File: src/rtl/gray_updown_counter.sv
// Up/down binary counter with a registered Gray-coded copy, wrap pulse and optional saturation.
// Define GRAY_STEP_CHECK_EN to build in the sticky Gray single-bit-step checker driving err.
module gray_updown_counter #(
    parameter int DATA_WIDTH = 4,
    parameter int SATURATE   = 0
) (
    input  logic                  clk,
    input  logic                  rst,
    input  logic                  gray_en,
    input  logic                  up_dn,
    input  logic                  load,
    input  logic [DATA_WIDTH-1:0] load_val,
    output logic [DATA_WIDTH-1:0] binary_out,
    output logic [DATA_WIDTH-1:0] gray_out,
    output logic                  wrap,
    output logic                  err
);

    localparam logic [DATA_WIDTH-1:0] CNT_ZERO = '0;
    localparam logic [DATA_WIDTH-1:0] CNT_MAX  = '1;
    localparam logic [DATA_WIDTH-1:0] CNT_ONE  = DATA_WIDTH'(1);

    function automatic logic [DATA_WIDTH-1:0] bin2gray(input logic [DATA_WIDTH-1:0] b);
        return b ^ (b >> 1);
    endfunction

    logic [DATA_WIDTH-1:0] binary_q, binary_d;
    logic [DATA_WIDTH-1:0] gray_q,   gray_d;
    logic                  wrap_q,   wrap_d;
    logic                  step_en;

    assign step_en = gray_en & ~load;

    // Next count: load beats counting; limits either wrap (pulsing wrap) or hold.
    always_comb begin
        binary_d = binary_q;
        wrap_d   = 1'b0;
        if (load) begin
            binary_d = load_val;
        end else if (gray_en) begin
            if (up_dn) begin
                if (binary_q == CNT_MAX) begin
                    if (SATURATE == 0) begin
                        binary_d = CNT_ZERO;
                        wrap_d   = 1'b1;
                    end
                end else begin
                    binary_d = binary_q + CNT_ONE;
                end
            end else begin
                if (binary_q == CNT_ZERO) begin
                    if (SATURATE == 0) begin
                        binary_d = CNT_MAX;
                        wrap_d   = 1'b1;
                    end
                end else begin
                    binary_d = binary_q - CNT_ONE;
                end
            end
        end
        gray_d = bin2gray(binary_d);
    end

    always_ff @(posedge clk) begin
        if (rst) begin
            binary_q <= CNT_ZERO;
            gray_q   <= CNT_ZERO;
            wrap_q   <= 1'b0;
        end else begin
            binary_q <= binary_d;
            gray_q   <= gray_d;
            wrap_q   <= wrap_d;
        end
    end

    assign binary_out = binary_q;
    assign gray_out   = gray_q;
    assign wrap       = wrap_q;

`ifdef GRAY_STEP_CHECK_EN
    function automatic int unsigned popcount(input logic [DATA_WIDTH-1:0] v);
        int unsigned n;
        n = 0;
        for (int i = 0; i < DATA_WIDTH; i++) begin
            n += int'(v[i]);
        end
        return n;
    endfunction

    logic [DATA_WIDTH-1:0] prev_gray_q;
    logic                  step_q;
    logic                  err_q, err_d;

    // The checker watches the output port itself, one cycle after each count step;
    // a zero-bit change (saturated hold) is legal, more than one bit is not.
    always_comb begin
        err_d = err_q;
        if (step_q && (popcount(gray_out ^ prev_gray_q) > 1)) begin
            err_d = 1'b1;
        end
    end

    always_ff @(posedge clk) begin
        if (rst) begin
            prev_gray_q <= CNT_ZERO;
            step_q      <= 1'b0;
            err_q       <= 1'b0;
        end else begin
            prev_gray_q <= gray_out;
            step_q      <= step_en;
            err_q       <= err_d;
        end
    end

    assign err = err_q;
`else
    logic unused_step;
    assign unused_step = step_en;
    assign err         = 1'b0;
`endif

endmodule

File: config.mk
export PLATFORM = sky130hd
export DESIGN_NAME = gray_updown_counter
export DESIGN_NICKNAME = d
export VERILOG_FILES = /design/src/rtl/gray_updown_counter.sv
export SDC_FILE = /design/constraint.sdc
export NUM_CORES = 1
export LEC_CHECK = 0
export BUFFER_PORTS_ARGS = -buffer_cell sky130_fd_sc_hd__clkbuf_2
export CORE_AREA = 2 2 39 41
export DETAILED_ROUTE_END_ITERATION = 16
export DIE_AREA = 0 0 41 43
export HOLD_SLACK_MARGIN = 0.03
export PLACE_DENSITY = 0.7
export SYNTH_ARGS = -nofsm -noshare
export SYNTH_HDL_FRONTEND = slang
export SYNTH_SLANG_ARGS = --single-unit
export TNS_END_PERCENT = 5
File: constraint.sdc
create_clock -name clk -period 1.9 [get_ports clk]
set_input_delay 0.095 -clock clk [delete_from_list [all_inputs] [get_ports clk]]
set_output_delay 0.095 -clock clk [all_outputs]
set_load 0.005 [all_outputs]
==> results.md <==
- Status: complete, no violations
- Async S/R FF share, synth: 0%
- IO Pins: 19
- PostCTS Resize Cnt: 0
- Clk slew on worst S/H paths: 50 ps
- Lkg Pwr: 0.283 nW
- F_max: 0.561 GHz
- Post-Synth Simple-Gate Area: 18.6%
- Critical path's slowest cell: dfxtp_2
- Tot GR Track Use: a little over an eighth
- Vias in the first global route: 417
- IO buf count: 17
- Post-synth EDFFs: 0
- Mapped Avg Cell Area: 8.28 µm²
- Largest net degree at the start of global routing: 11
- Clock Sink Count: 8
- Post-Synth Adder-Cell Area: 5.04%
- Post-Synth XOR/XNOR Area: 5.29%
- Core area: 1380 µm²
- Synth Area in Compound Gates: 18.6%
- Vias: 463
- Share of post-route cells with drive strength above 1: ~37%
- # H-tree levels: 1
- Starting DRT DRC Count: 11
- TritonCTS clock tree: done
- Final Power: around 0.44 mW
- Sequential area share after synthesis: 32.2%
- Final Skew: 4.15 ps
- Worst-path maximum fanout: 6
- Antenna Cells: 0
- Layout Nets: 89
- Post-CTS Hold Fix Bufs: 0
- CTS Buf Count: 3
- Sw Ratio: approximately 29%
- Power per standard cell area: 738 nW/µm²
- Synth Flop Type: dfxtp_1
- Die X: 41 µm
- Setup TNS: 0 ps
- Post-route insts no fill: between 90 and 100
- Gate Count Post-Synth: 60
- Antenna violations before repair: 0
- Minimum clock period: 1780 ps
- Synthesized Nets: 71
- Finished Core Util: 43.3%
- Area grow syn2layout: 20.7%
- Final setup viols: 0
- Mux cell area share after synthesis: 9.32%
- Die Ht: 43 µm
- Final Max Tran Viols: 0
- Via density: 5.03
- Drc violations: 0
- WP data arrival: 1920 ps
- ANT nets after route: 0
- Worst hold path type: in2reg
- Post-Place Cells: 89
- Flop and latch count out of synthesis: 8
- Cells along the critical path: inv_2 -> ha_1 -> mux2_4 -> a211o_1 -> nand3_1 -> nor2_1 -> mux2_2
- Maxcap violations: 0
- CTS root buf: clkbuf_4
- Worst-Skew Late Latency: 250 ps
- Initial Utilization: 35.9%
- Placed cell area: 574 µm²
- Fin. Hold Viols: 0
- Largest family of logic cells by synthesized area: simple AND/OR/NAND/NOR gates
- Worst Hold Slack: 125 ps
- CP startpoint kind: flip-flop
- Post-route cell area: between 500 and 600 µm²
- Hpwl dp: 820 µm
- Fin worst setup slack: 117 ps
- Dpl ws: 82.1 ps
- Switching power: 0.126 mW
- Seq pwr share: 44.9%
- RSZ-0062 raised after global routing: no
- Setup bufs post-CTS: 0
- Largest buffer count on any clock path: 2
- P_int: between 0.3 and 0.4 mW
- Crit share post-route: 93.8%
- WL final: between 1 and 1.5 mm
- Worst path required time: 2040 ps
- CP endpoint kind: flip-flop
- First-pass DRT Iterations: 4
- Row count: 14
- Cell variety after synth: 30
- Routed len/inst: 11.4 µm
- Clock network power share: 28.2%
- Kind of critical path: reg2reg
- Slowest stage delay, CP: 370 ps
- First-pass GRT wire length: 1.62 mm
- Die ar.: 1760 µm²
- Gpl congestion: 0.787
- GRT Residual Overflow: 0
- VDD IR max: 0.349 mV
- Combinational Power Share: 26.8%
- Mapped cell area: 497 µm²
- Synth warnings: 0
[cells by family after synthesis]
family	after synthesis
compound gates	14
buf+inv	9
other cells	1
xor+xnor	3
mux	4
fa+ha+maj	2
simple gates	19
flops	8
[routing by layer]
layer	wire, µm	global-route usage (%)
met1	444	16.0
met4	0	6.00
met5	0	0
met2	521	21.3
met3	86	1.57
[layout make-up]
type                       count  area [µm²]
clock buffer                   3        22.5
fill                         159         785
inverter                       4        15.0
multi-input combinational     43         287
sequential                     8         163
tap                           16        20.0
timing repair buffer          18        92.6
[synth_stat cells, types with 2 or more instances]
master    count  share of area, %
nor2_1        9               6.8
nand2b_1      2               2.5
nor3_1        2               2.0
buf_4         2               3.0
dfxtp_1       8                32
o21ai_0       2               2.0
a21oi_1       4               4.0
nand3_1       2               2.0
mux2i_1       2               4.0
inv_1         2               1.5
xor2_1        2               3.5
a31oi_1       3               3.8
inv_2         2               1.5
ha_1          2               5.0
[cell usage in the layout (no fill, tap or decap)]
| master | instances |
|---|---|
| o31ai_1 | 1 |
| inv_1 | 2 |
| nand3_1 | 2 |
| mux2i_1 | 2 |
| inv_2 | 2 |
| mux2_4 | 1 |
| ha_1 | 2 |
| dfxtp_1 | 6 |
| dfxtp_2 | 2 |
| or3b_2 | 1 |
| o21ai_0 | 2 |
| nand2b_1 | 2 |
| mux2_2 | 1 |
| clkbuf_2 | 17 |
| a211o_1 | 1 |
| nand4_1 | 1 |
| nor3b_1 | 1 |
| xnor2_1 | 1 |
| buf_4 | 1 |
| xor2_1 | 2 |
| a21oi_1 | 4 |
| o311a_1 | 1 |
| clkbuf_4 | 3 |
| nand2_1 | 1 |
| nor3_1 | 2 |
| a31oi_1 | 3 |
| nor2_1 | 9 |
| a41oi_1 | 1 |
| conb_1 | 1 |
| o31a_1 | 1 |
[state kept, by name (all words and copies together), names as in the netlist]
| register | cells |
|---|---|
| binary_out | 4 |
| gray_out | 3 |
| wrap | 1 |
[worst max-delay path, delay by kind of cell, from the launching register on]
kind                       cells  cell delay [ps]
muxes                          2              530
DFF                            1              370
AOI/OAI and AO/OA              1              310
adders and majority gates      1              210
and+or+nand+nor                2              190
buffers and inverters          1               50
[final timing paths]
path                            cells past startpoint  slack (ps)            end          start
worst max-delay path                                7         120    gray_out[2]  binary_out[0]
worst min-delay path                                2         130  binary_out[1]            rst
worst max register to register                      7         120    gray_out[2]  binary_out[0]
worst min register to register                      2         640           wrap  binary_out[2]
[power groups by stage]
stage	clock, mW	combinational [mW]	sequential, mW
global route	0.137	0.133	0.202
CTS	0.131	0.119	0.198
finish	0.125	0.119	0.199
detailed placement	0	0.118	0.202
global placement	0	0.117	0.201
floorplan	0	0.0812	0.202
Power figures use the tool's default switching activity.
